[config.mk]
export PLATFORM = sky130hd
export DESIGN_NAME = calc_sequencer_flat
export DESIGN_NICKNAME = d
export VERILOG_FILES = /design/src/rtl/calc_pkg.sv /design/src/rtl/calc_sequencer_if.sv /design/src/rtl/calc_imem.sv /design/src/rtl/calc_sequencer.sv /design/src/flat_wrapper.sv
export SDC_FILE = /design/constraint.sdc
export NUM_CORES = 1
export LEC_CHECK = 0
export CAP_MARGIN = 0
export CORE_ASPECT_RATIO = 1.1
export CORE_MARGIN = 2
export CORE_UTILIZATION = 43
export CTS_CLUSTER_DIAMETER = 100
export DETAILED_ROUTE_END_ITERATION = 8
export PLACE_DENSITY = 0.6
export SLEW_MARGIN = 10
export SYNTH_ARGS = -nofsm -noshare
export SYNTH_HDL_FRONTEND = slang
export SYNTH_SLANG_ARGS = --single-unit
[constraint.sdc]
create_clock -name Clk -period 3.1 [get_ports Clk]
set_input_delay 0.31 -clock Clk [delete_from_list [all_inputs] [get_ports Clk]]
set_output_delay 0.31 -clock Clk [all_outputs]
set_load 0.01 [all_outputs]
[src/rtl/calc_pkg.sv]
// Shared constants for the calculator sequencer: word layout, field positions, FSM states.
// Latency: n/a (types and a combinational decode helper only).
// Backpressure: n/a.
package calc_pkg;

   localparam int WORD_W   = 24;

   localparam int HALT_BIT = 23;
   localparam int WEN_BIT  = 22;
   localparam int RW_MSB   = 21;
   localparam int RW_LSB   = 19;
   localparam int RX_MSB   = 18;
   localparam int RX_LSB   = 16;
   localparam int RY_MSB   = 15;
   localparam int RY_LSB   = 13;
   localparam int SEL_BIT  = 12;
   localparam int CTRL_MSB = 11;
   localparam int CTRL_LSB = 8;
   localparam int DATA_MSB = 7;
   localparam int DATA_LSB = 0;

   typedef enum logic {
      IDLE = 1'b0,
      RUN  = 1'b1
   } state_t;

   typedef struct packed {
      logic       halt;
      logic       wen;
      logic [2:0] rw;
      logic [2:0] rx;
      logic [2:0] ry;
      logic       sel;
      logic [3:0] ctrl;
      logic [7:0] data_in;
   } instr_t;

   // Split a raw instruction word into named fields using the bit positions above.
   function automatic instr_t decode(input logic [WORD_W-1:0] w);
      instr_t d;
      d.halt    = w[HALT_BIT];
      d.wen     = w[WEN_BIT];
      d.rw      = w[RW_MSB:RW_LSB];
      d.rx      = w[RX_MSB:RX_LSB];
      d.ry      = w[RY_MSB:RY_LSB];
      d.sel     = w[SEL_BIT];
      d.ctrl    = w[CTRL_MSB:CTRL_LSB];
      d.data_in = w[DATA_MSB:DATA_LSB];
      return d;
   endfunction

endpackage

[src/rtl/calc_sequencer_if.sv]
// Host-side bundle of the sequencer: program load, run control and calculator-facing fields.
// Latency: n/a (wires only).
// Backpressure: none; the sequencer issues one instruction per cycle unconditionally.
interface calc_sequencer_if #(
   parameter int DEPTH = 16
);
   localparam int AW = $clog2(DEPTH);

   logic                        LdEn;
   logic [AW-1:0]               LdAddr;
   logic [calc_pkg::WORD_W-1:0] LdData;
   logic                        Start;
   logic                        Abort;
   logic                        Carry;

   logic                        WEN;
   logic [2:0]                  RW;
   logic [2:0]                  RX;
   logic [2:0]                  RY;
   logic                        Sel;
   logic [3:0]                  Ctrl;
   logic [7:0]                  DataIn;
   logic                        Busy;
   logic                        Done;
   logic [AW-1:0]               PC;
   logic                        CarryFlag;

   modport master (
      output LdEn, LdAddr, LdData, Start, Abort, Carry,
      input  WEN, RW, RX, RY, Sel, Ctrl, DataIn, Busy, Done, PC, CarryFlag
   );

   modport slave (
      input  LdEn, LdAddr, LdData, Start, Abort, Carry,
      output WEN, RW, RX, RY, Sel, Ctrl, DataIn, Busy, Done, PC, CarryFlag
   );

endinterface

[src/rtl/calc_imem.sv]
// Instruction store: synchronous write, asynchronous read, contents survive reset.
// Latency: write visible on the read port the cycle after the write edge; read is combinational.
// Backpressure: none.
module calc_imem
   import calc_pkg::*;
#(
   parameter int DEPTH = 16
) (
   input  logic                       clk,
   input  logic                       wr_en,
   input  logic [$clog2(DEPTH)-1:0]   wr_addr,
   input  logic [WORD_W-1:0]          wr_data,
   input  logic [$clog2(DEPTH)-1:0]   rd_addr,
   output logic [WORD_W-1:0]          rd_data
);

   logic [WORD_W-1:0] mem [DEPTH];

   // Store a program word; deliberately no reset so a program survives Rst.
   always_ff @(posedge clk) begin
      if (wr_en) begin
         mem[wr_addr] <= wr_data;
      end
   end

   assign rd_data = mem[rd_addr];

endmodule

[src/rtl/calc_sequencer.sv]
// Steps a stored program into the calculator, one registered instruction per cycle, until HALT/end/Abort.
// Latency: Start edge drives entry 0; each later edge drives the next entry; Done one edge after the last.
// Backpressure: none; no stalls, Abort is the only way to stop a running program early.
module calc_sequencer
   import calc_pkg::*;
#(
   parameter int DEPTH = 16
) (
   input  logic            Clk,
   input  logic            Rst,
   calc_sequencer_if.slave bus
);

   localparam int             AW        = $clog2(DEPTH);
   localparam logic [AW-1:0]  LAST_ADDR = AW'(DEPTH - 1);

   state_t            state_q, state_nxt;
   logic [AW-1:0]     pc_q, pc_nxt;
   logic [AW-1:0]     rd_addr;
   logic [WORD_W-1:0] rd_word;
   instr_t            instr;
   logic              mem_wr;
   logic              issue;

   logic              wen_q, wen_nxt;
   logic [2:0]        rw_q, rw_nxt;
   logic [2:0]        rx_q, rx_nxt;
   logic [2:0]        ry_q, ry_nxt;
   logic              sel_q, sel_nxt;
   logic [3:0]        ctrl_q, ctrl_nxt;
   logic [7:0]        data_q, data_nxt;
   logic              done_q, done_nxt;
   logic              cflag_q, cflag_nxt;
   // Set when the word currently on the outputs is the program's last one (HALT or top entry).
   logic              fin_q, fin_nxt;

   // Start always fetches entry 0; while running, fetch follows the PC.
   assign rd_addr = (state_q == RUN) ? pc_q : '0;

   // Loads are only honoured while idle, and Rst blocks them.
   assign mem_wr = (state_q == IDLE) && bus.LdEn && !Rst;

   calc_imem #(
      .DEPTH (DEPTH)
   ) u_imem (
      .clk     (Clk),
      .wr_en   (mem_wr),
      .wr_addr (bus.LdAddr),
      .wr_data (bus.LdData),
      .rd_addr (rd_addr),
      .rd_data (rd_word)
   );

   assign instr = decode(rd_word);

   // Next-state and next-output decision: Start, Abort, completion, or issue the next word.
   always_comb begin
      state_nxt = state_q;
      pc_nxt    = pc_q;
      wen_nxt   = 1'b0;
      rw_nxt    = rw_q;
      rx_nxt    = rx_q;
      ry_nxt    = ry_q;
      sel_nxt   = sel_q;
      ctrl_nxt  = ctrl_q;
      data_nxt  = data_q;
      done_nxt  = 1'b0;
      fin_nxt   = fin_q;
      issue     = 1'b0;
      cflag_nxt = cflag_q | ((state_q == RUN) & wen_q & bus.Carry);

      unique case (state_q)
         IDLE: begin
            if (bus.Start) begin
               state_nxt = RUN;
               cflag_nxt = 1'b0;
               issue     = 1'b1;
            end
         end
         RUN: begin
            if (bus.Abort) begin
               state_nxt = IDLE;
               fin_nxt   = 1'b0;
            end else if (fin_q) begin
               state_nxt = IDLE;
               done_nxt  = 1'b1;
               fin_nxt   = 1'b0;
            end else begin
               issue = 1'b1;
            end
         end
         default: begin
            state_nxt = IDLE;
         end
      endcase

      // A HALT word still drives its fields but never writes the register file.
      if (issue) begin
         wen_nxt  = instr.wen & ~instr.halt;
         rw_nxt   = instr.rw;
         rx_nxt   = instr.rx;
         ry_nxt   = instr.ry;
         sel_nxt  = instr.sel;
         ctrl_nxt = instr.ctrl;
         data_nxt = instr.data_in;
         pc_nxt   = rd_addr + AW'(1);
         fin_nxt  = instr.halt | (rd_addr == LAST_ADDR);
      end
   end

   // FSM state register.
   always_ff @(posedge Clk) begin
      if (Rst) begin
         state_q <= IDLE;
      end else begin
         state_q <= state_nxt;
      end
   end

   // Registered PC, calculator fields and status flags.
   always_ff @(posedge Clk) begin
      if (Rst) begin
         pc_q    <= '0;
         wen_q   <= 1'b0;
         rw_q    <= '0;
         rx_q    <= '0;
         ry_q    <= '0;
         sel_q   <= 1'b0;
         ctrl_q  <= '0;
         data_q  <= '0;
         done_q  <= 1'b0;
         cflag_q <= 1'b0;
         fin_q   <= 1'b0;
      end else begin
         pc_q    <= pc_nxt;
         wen_q   <= wen_nxt;
         rw_q    <= rw_nxt;
         rx_q    <= rx_nxt;
         ry_q    <= ry_nxt;
         sel_q   <= sel_nxt;
         ctrl_q  <= ctrl_nxt;
         data_q  <= data_nxt;
         done_q  <= done_nxt;
         cflag_q <= cflag_nxt;
         fin_q   <= fin_nxt;
      end
   end

   assign bus.WEN       = wen_q;
   assign bus.RW        = rw_q;
   assign bus.RX        = rx_q;
   assign bus.RY        = ry_q;
   assign bus.Sel       = sel_q;
   assign bus.Ctrl      = ctrl_q;
   assign bus.DataIn    = data_q;
   assign bus.Busy      = (state_q == RUN);
   assign bus.Done      = done_q;
   assign bus.PC        = pc_q;
   assign bus.CarryFlag = cflag_q;

endmodule

[src/flat_wrapper.sv]
// flat-port wrapper written by rule: the top's interface ports become plain ports
module calc_sequencer_flat import calc_pkg::*;
#(
   parameter int DEPTH = 16
)
  (Clk, Rst, bus_LdEn, bus_LdAddr, bus_LdData, bus_Start, bus_Abort, bus_Carry, bus_WEN, bus_RW, bus_RX, bus_RY, bus_Sel, bus_Ctrl, bus_DataIn, bus_Busy, bus_Done, bus_PC, bus_CarryFlag);
  calc_sequencer_if #(.DEPTH(DEPTH)) bus_i ();
  input  logic Clk;
  input  logic Rst;
  input wire logic [$bits(bus_i.LdEn)-1:0] bus_LdEn;
  input wire logic [$bits(bus_i.LdAddr)-1:0] bus_LdAddr;
  input wire logic [$bits(bus_i.LdData)-1:0] bus_LdData;
  input wire logic [$bits(bus_i.Start)-1:0] bus_Start;
  input wire logic [$bits(bus_i.Abort)-1:0] bus_Abort;
  input wire logic [$bits(bus_i.Carry)-1:0] bus_Carry;
  output wire logic [$bits(bus_i.WEN)-1:0] bus_WEN;
  output wire logic [$bits(bus_i.RW)-1:0] bus_RW;
  output wire logic [$bits(bus_i.RX)-1:0] bus_RX;
  output wire logic [$bits(bus_i.RY)-1:0] bus_RY;
  output wire logic [$bits(bus_i.Sel)-1:0] bus_Sel;
  output wire logic [$bits(bus_i.Ctrl)-1:0] bus_Ctrl;
  output wire logic [$bits(bus_i.DataIn)-1:0] bus_DataIn;
  output wire logic [$bits(bus_i.Busy)-1:0] bus_Busy;
  output wire logic [$bits(bus_i.Done)-1:0] bus_Done;
  output wire logic [$bits(bus_i.PC)-1:0] bus_PC;
  output wire logic [$bits(bus_i.CarryFlag)-1:0] bus_CarryFlag;
  assign bus_i.LdEn = bus_LdEn;
  assign bus_i.LdAddr = bus_LdAddr;
  assign bus_i.LdData = bus_LdData;
  assign bus_i.Start = bus_Start;
  assign bus_i.Abort = bus_Abort;
  assign bus_i.Carry = bus_Carry;
  assign bus_WEN = bus_i.WEN;
  assign bus_RW = bus_i.RW;
  assign bus_RX = bus_i.RX;
  assign bus_RY = bus_i.RY;
  assign bus_Sel = bus_i.Sel;
  assign bus_Ctrl = bus_i.Ctrl;
  assign bus_DataIn = bus_i.DataIn;
  assign bus_Busy = bus_i.Busy;
  assign bus_Done = bus_i.Done;
  assign bus_PC = bus_i.PC;
  assign bus_CarryFlag = bus_i.CarryFlag;
  calc_sequencer #(.DEPTH(DEPTH)) u_core (.Clk(Clk), .Rst(Rst), .bus(bus_i));
endmodule
## Word level (Yosys, flattened, before mapping)

Memories as Yosys holds them, arrays and structs flattened.
Index checks and enable logic that the tools add are counted.

| storage, ports and cells | value |
|---|---|
| register bits | 31 |
| bits in latches | 0 |
| bits in writable memories | 384 |
| bits in read-only memories | 0 |
| output and inout bits | 30 |
| word-level logic and storage cells | 41 |
| memories kept | 1 |

| cells by class | value |
|---|---|
| add/sub/neg operators | 1 |
| $mul | 0 |
| divide/modulo/power cells | 0 |
| magnitude comparators | 0 |
| equal/unequal tests | 1 |
| shifts and indexed selects | 0 |
| multiplexer cells | 12 |
| bitwise logic cells | 8 |
| reductions and logical operators | 6 |

Memory list:

| memory | words | width | read ports | clocked after memory_dff | wr ports | RTL line | source |
|---|---|---|---|---|---|---|---|
| u_core.u_imem.mem | 16 | 24 | 1 | 0 | 1 | calc_imem.sv:17 | `logic [WORD_W-1:0] mem [DEPTH];` |

Operators by type and width:

| operator | count |
|---|---|
| $mux W1 | 10 |
| $add A4 B1 Y4 const B | 1 |
| $eq A4 B4 Y1 const B | 1 |
| $mux W4 | 1 |
| $and A1 B1 Y1 | 3 |
| $not A1 Y1 | 3 |
| $reduce_or A3 Y1 | 1 |
| $logic_and A1 B1 Y1 | 2 |
| $or A1 B1 Y1 | 2 |
| $pmux W1 S2 | 1 |
| $reduce_bool A2 Y1 | 1 |
| $reduce_or A2 Y1 | 1 |
| $logic_not A1 Y1 | 1 |

## Logic depth before layout (Yosys ltp)

Gate-level depths: netlist of run 1.

| depth | value |
|---|---|
| depth in word-level cells | 5 |
| gate-level depth with buffers | 8 |
| gate-level depth less buffers | 6 |

## By module

Synthesis of run 1 repeated with hierarchy kept, for this count alone.

| unflattened totals | value |
|---|---|
| cell total of the unflattened synthesis | 759 |
| area total of the unflattened synthesis | 15696.3 um^2 |

Modules (own cells, without submodules):

| module | instances | cells an instance | area each (um^2) | seq. area each (um^2) |
|---|---|---|---|---|
| calc_imem | 1 | 612 | 14450.1 | 11531.1 |
| calc_sequencer | 1 | 147 | 1246.2 | 620.6 |

## Worst setup path before layout of run 1

No wires, ideal clock.

| timing path | value |
|---|---|
| path type | register -> register |
| from | reg u_core.state_q, in the netlist u_core.bus.Busy |
| to | mem u_core.u_imem.mem[1][0], enable pin |
| library setup time | 435 ps |
| arrival | 2866 ps |
| path slack | -201 ps |
| cell stages (with the launch flop) | 7 |
| cells stage by stage | dfxtp_1 buf_4 buf_2 buf_2 nor2_1 nand4b_1 nor3_1 |

| on the way | value |
|---|---|
| word-level cells in the longest chain between the ends | 5 |

Ends and longest elaborated chain:

| element | RTL line | source |
|---|---|---|
| start: declaration | calc_sequencer.sv:17 | `state_t state_q, state_nxt;` |
| start signal: assignment | calc_sequencer.sv:116 | `state_q <= state_nxt;` |
| $not A1 Y1 | calc_sequencer.sv:41 | `assign mem_wr = (state_q == IDLE) && bus.LdEn && !Rst;` |
| $logic_and A1 B1 Y1 (2 in a row) | calc_sequencer.sv:41 |  |
| $mux W1 | calc_imem.sv:21 | `if (wr_en) begin` |
| $mux W1 (not written as such) | calc_imem.sv:22 | `mem[wr_addr] <= wr_data;` |
| end: declaration | calc_imem.sv:17 |  |

No other way between the ends.

## Worst setup path after layout of run 1

| timing path | value |
|---|---|
| from | reg u_core.pc_q[2], in the netlist u_core.bus.PC[2] |
| to | out bus_PC[2] |

RTL lines:

| element | RTL line | source |
|---|---|---|
| start: declaration | calc_sequencer.sv:18 | `logic [AW-1:0] pc_q, pc_nxt;` |
| start signal: assignment | calc_sequencer.sv:135 | `pc_q <= pc_nxt;` |
| end: declaration | flat_wrapper.sv:25 | `output wire logic [$bits(bus_i.PC)-1:0] bus_PC;` |

No word-level cell between the ends.

==> results.yml, run 1 <==
die:
  core_um2: 37000
  die_area_um2: 39100
  io_pins: 64
  start_util_pct: 43.5
  die-width_um: 189
  rows: 74
  die_h_um: 207
synth:
  synthSimpleGateAreaFrac_pct: 3.00
  synth_xor_area_share_pct: 0
  avgSynthCellArea_um2: 18.2
  synthArstFlopShare_pct: 0
  synth-warning-count: 0
  synthAdderAreaFrac_pct: 0.0776
  synth_area_leader_cell: "edfxtp_1"
  ys_top_cells_by_area: "edfxtp_1 72%, mux4_2 6.8%, dfxtp_1 3.8%"
  ys_seq_elements: 415
  synth_edf_count: 384
  synthesis.nets: 919
  yosysTopAreaCellShare_pct: 71.5
  netlist_area_um2: 16100
  synth_cell_types: 52
  ys_seq_area_share_pct: 75.4
  synth_top_family_by_area: "multiplexers"
  synth-compound-area-share_pct: 8.13
  synth_cells: 884
  synthFlopType: "edfxtp_1"
  synthMuxAreaShare_pct: 11.0
critical_path:
  crit_start: "u_core.bus.PC[2]"
  cp-start-kind: "register"
  rr_endpoint: "u_core.bus.Ctrl[1]"
  worstPathMaxFanout: 45
  path_buf_inv: 2
  worstReg2RegStart: "u_core.bus.PC[2]"
  rr_worst_depth: 5
  worstSetupPathType: "register to primary output"
  critPathSlowestCell: "dfxtp_4"
  crit_family: "flip-flops"
  worstPathRequired_ns: 2.79
  cpPeakStageDelay_ns: 0.93
  r2r_slack_ns: 0.64
  path_cells: "buf_4 > clkdlybuf4s50_1"
  cp-end-kind: "primary output"
  arrival_ns: 2.32
pwr:
  p_per_area_nw_per_um2: 618
  leakage_nw: 6.09
  irDropWorstVdd_v: 0.000376
  p_total_mw: 11.7
sta:
  finalSetupViolCount: 0
  fin_crit_ns: 2.63
  max_slew.worst_pin.slew_ns: 0.928
  fmax_mhz: 381
  max-slew-margin-rel_pct: 38.0
  fin_crit_sh_pct: 84.7
  finClkSkew_ns: 0.0180
  rsz0062_at_grt: "no"
  setup_tns_ns: 0
  hold_viol_final: 0
  drv_slew: 0
layout:
  drive_gt1_share_pct: 19.7
  finalNetCount: 1026
  nFillCells: 3048
  multi_input_area_um2: 3710
  area_growth_pct: 17.6
  seq_area_um2: 12200
grt:
  grt_remaining_overflow: 0
  grt_usage_pct: 19.6
  grt_pass1_wl_um: 56600
  grt_pass1_vias: 8574
  antenna_found_initial: 1
  grt_max_degree: 52
drt:
  first_pass_iters: 5
  ant_nets: 0
  vias_per_cell: 5.75
  drt-initial-drc-count: 875
  drc: 0
  vias: 8735
  wirelength_um: 38200
  routedWlPerCell_um: 25.2
worst_hold_path:
  hold_class: "input port to register"
  min_path_cells: 2
  whs_endpoint: "u_core.bus.Done"
  min-delay-start: "bus_Abort"
clock_tree:
  ctsResizeCount: 0
  holdBufCountCts: 0
  cts_root_buffer: "clkbuf_16"
  postCtsSetupRepairBufs: 0
  cts_max_path_buffers: 3
  clkLatencyLatePin_ns: 0.55
  cts_tree: "built"
  cts_made_buffers: 41
  h-tree-depth: 2
  path_clk_slew_ns: 0.06
  cts_sinks: 415
place:
  numPortBuffers: 63
  dp.final_hpwl_um: 22300
  gp_congestion: 0.777
run_status:
  status: "completed"
run:
  drv_cap: 0
==> state kept, by name, summed over array words and instances, names as in the netlist <==
name / count
u_core.bus.Busy: 1
u_core.bus.CarryFlag: 1
u_core.bus.Ctrl: 4
u_core.bus.DataIn: 8
u_core.bus.Done: 1
u_core.bus.PC: 4
u_core.bus.RW: 3
u_core.bus.RX: 3
u_core.bus.RY: 3
u_core.bus.Sel: 1
u_core.bus.WEN: 1
u_core.fin_q: 1
u_core.u_imem.mem: 384
==> cell families after synthesis <==
logic type | after synthesis
flip-flops | 415
AO/OA/AOI/OAI | 168
multiplexers | 115
AND/OR/NAND/NOR | 108
buffers and inverters | 77
adder cells (fa/ha/maj) | 1
==> routing by layer <==
metal  up-vias  GRT usage [%]  share of wire (%)
met2       327           31.7                 49
met1      4517           27.6                 42
li1       3833              -                  -
met5         -              0                  0
met4         0           6.20                2.6
met3        58           3.12                6.5
==> placed cells by master, fill, tap and decap left out, drive strengths merged, types with 19 or more instances in the layout <==
cell           Yosys  routed
clkdlybuf4s50      0      63
a22oi             19      19
a221o             35      35
mux2i             53      53
nor2              62      62
buf               38      55
o221ai            20      20
dfxtp             31      31
mux4              49      49
a21oi             19      19
clkbuf            16      61
inv               23      24
o21ai             24      24
edfxtp           384     384
==> area by class of cell <==
class / instances / area share, %
well taps: 494 / 3.26
clock buffers: 61 / 6.19
inverters: 23 / 0.455
multi-input cells: 392 / 19.6
diodes: 1 / 0.0132
clock inverters: 14 / 0.654
flip-flops and latches: 415 / 64.2
repair buffers: 118 / 5.70
==> cell usage after synthesis (all sizes together) (2+ instances only) <==
cell type / instances
buf: 38
nand4: 3
a221o: 35
mux2: 13
a21o: 5
a21oi: 19
and2: 2
o21ai: 24
edfxtp: 384
nand2: 17
a211oi: 2
nor3: 7
a221oi: 8
clkbuf: 16
mux2i: 53
o22ai: 5
nand3: 2
o211ai: 5
a2bb2oi: 16
dfxtp: 31
o221ai: 20
o22a: 2
a22oi: 19
mux4: 49
nand2b: 7
nor2: 62
inv: 23
==> worst max-delay path by stage <==
| stage | endpoint | cells past startpoint |
|---|---|---|
| 2_1_floorplan | u_core.u_imem.mem[13][0] | 6 |
| 3_3_place_gp | u_core.bus.DataIn[6] | 4 |
| 3_5_place_dp | u_core.bus.DataIn[6] | 4 |
| 4_1_cts | bus_PC[2] | 2 |
| 5_1_grt | bus_PC[2] | 2 |
| 6_report | bus_PC[2] | 2 |
==> stage by stage <==
| step | area, um2 | setup slack [ns] | hold WS (ns) | util [%] | std cells |
|---|---|---|---|---|---|
| 6_report | 19000 | 0.473 | 0.380 | 51.2 | 1518 |
| 5_1_grt | 19000 | 0.332 | 0.375 | 51.2 | 1518 |
| 4_1_cts | 19000 | 0.412 | 0.370 | 51.2 | 1517 |
| 3_5_place_dp | 17700 | 0.575 | 0.488 | 47.7 | 1442 |
| 3_3_place_gp | 17700 | 0.637 | 0.486 | 47.7 | 1442 |
| 2_1_floorplan | 16100 | 0.443 | 0.388 | - | 884 |
==> where the power goes <==
part | total (mW) | switching [mW] | internal [mW]
Clock | 4.81 | 2.01 | 2.79
Sequential | 6.21 | 0.0365 | 6.18
Combinational | 0.690 | 0.393 | 0.297
Total | 11.7 | 2.44 | 9.27
No activity file was read; power rests on OpenSTA's default activity.
==> run 2, diff against run 1 <==
Settings changed: PLACE_DENSITY 0.6 to 0.58.
Clock period 3.1 ns to 2.7 ns, I/O delays scaled along.
==> run 2 against run 1 <==
Against the previous run: worst hold slack worse by 0.020 ns; worst setup slack lost 0.11 ns; critical path depth did not move; critical path type unchanged; largest cell class unchanged; highest routed layer unchanged.
==> results.yml, run 2 (same netlist as run 1, synthesis figures left out) <==
sta:
  fin_crit_ns: 2.34
  hold_viol_final: 0
  holdWs_ns: 0.360
  finClkSkew_ns: 0.0162
  drv_slew: 0
  fmax_mhz: 428
  max_slew.worst_pin.slew_ns: 1.11
  max-slew-margin-rel_pct: 26.0
  rsz0062_at_grt: "no"
  finalSetupViolCount: 0
  fin_crit_sh_pct: 86.5
drt:
  ant_nets: 0
  routedWlPerCell_um: 25.8
  wirelength_um: 39700
  drt-initial-drc-count: 870
  vias: 8785
  vias_per_cell: 5.71
  drc: 0
  first_pass_iters: 5
layout:
  antennaDiodeCount: 0
  largest_reg_flops: 384
  drive_gt1_share_pct: 21.6
  finalNetCount: 1046
  area_growth_pct: 19.0
  layout_commonest_cell: "edfxtp_1"
  final_cell_mix: "384 x edfxtp_1, 68 x buf_4, 63 x clkdlybuf4s50_1"
  top_register: "u_core.u_imem.mem"
critical_path:
  path_buf_inv: 2
  cp-start-kind: "register"
  arrival_ns: 2.07
  worstPathMaxFanout: 27
  critPathSlowestCell: "clkdlybuf4s50_1"
  worstPathRequired_ns: 2.43
  cp-end-kind: "primary output"
  path_cells: "buf_4 > clkdlybuf4s50_1"
  cpPeakStageDelay_ns: 0.64
  crit_family: "buffers and inverters"
  rr_worst_depth: 5
  path_depth: 2
  worstSetupPathType: "register to primary output"
grt:
  grt_usage_pct: 20.5
  met3_usage_pct: 3.46
  grt_max_degree: 46
  grtUsageMet2_pct: 32.4
  busiest_layer: "met2"
  grt_remaining_overflow: 0
  grt_pass1_wl_um: 58900
  grt_pass1_vias: 8918
  grt_use_met1_pct: 29.6
  antenna_found_initial: 0
die:
  io_pins: 64
  die_h_um: 207
  die_area_um2: 39100
  core_um2: 37000
  die-width_um: 189
  start_util_pct: 43.5
  rows: 74
pwr:
  p_total_mw: 13.6
  irDropWorstVdd_v: 0.000512
  leakage_nw: 6.21
  p_per_area_nw_per_um2: 707
clock_tree:
  cts_max_path_buffers: 3
  clkLatencyLatePin_ns: 0.54
  cts_sinks: 415
  cts_made_buffers: 41
  cts_tree: "built"
  h-tree-depth: 2
  cts_root_buffer: "clkbuf_16"
  holdBufCountCts: 0
  ctsResizeCount: 0
  postCtsSetupRepairBufs: 0
  path_clk_slew_ns: 0.06
place:
  numPortBuffers: 63
  dp.final_hpwl_um: 23100
  gp_congestion: 0.755
run_status:
  status: "completed"
worst_hold_path:
  min_path_cells: 2
  hold_class: "input port to register"
run:
  drv_cap: 0
## run 2: cell types whose count changed in the layout (fill, tap and decap cells not counted), moves of 3 or more
cell and delta:
clkinvlp_4 +3, buf_12 +4, clkbuf_1 -5, clkinv_1 +3, buf_4 +16
## run 2: final cells by class
class | instances | area (um2)
Clock buffer | 55 | 1140
Timing Repair Buffer | 138 | 1280
Tap cell | 494 | 618
Inverter | 23 | 86.3
Sequential cell | 415 | 12200
Clock inverter | 21 | 184
Multi-Input combinational cell | 392 | 3710
Fill cell | 3064 | 17900
## run 2: path summary, 6_finish.rpt
path,start,slack [ns],to
worst min-delay path,bus_Abort,0.36,u_core.bus.Done
worst min register to register,u_core.bus.Sel,0.49,u_core.bus.Sel
worst max register to register,u_core.bus.PC[2],0.42,u_core.bus.RY[1]
worst max-delay path,u_core.bus.PC[3],0.36,bus_PC[3]
## run 2: through the flow
step           cells  setup TNS, ns  instance area [um2]  utilization (%)  worst slack (ns)
2_1_floorplan    884              0                16100                -            0.0428
3_3_place_gp    1462         -0.393                17900             48.2           -0.0196
3_5_place_dp    1462      -0.000913                17900             48.2         -0.000391
4_1_cts         1538              0                19200             51.8             0.307
5_1_grt         1538              0                19200             51.8             0.283
6_report        1538              0                19200             51.8             0.364
## run 2: per-layer routing
metal / vias up / routed length, um
li1: 3879 / -
met1: 4548 / 17400
met2: 309 / 19000
met3: 49 / 2400
met4: 0 / 883
met5: - / 0
## run 2: report_power, final
part / switching (mW) / internal (mW)
clock network: 2.35 / 3.27
logic: 0.443 / 0.355
registers: 0.0603 / 7.09
total: 2.86 / 10.7
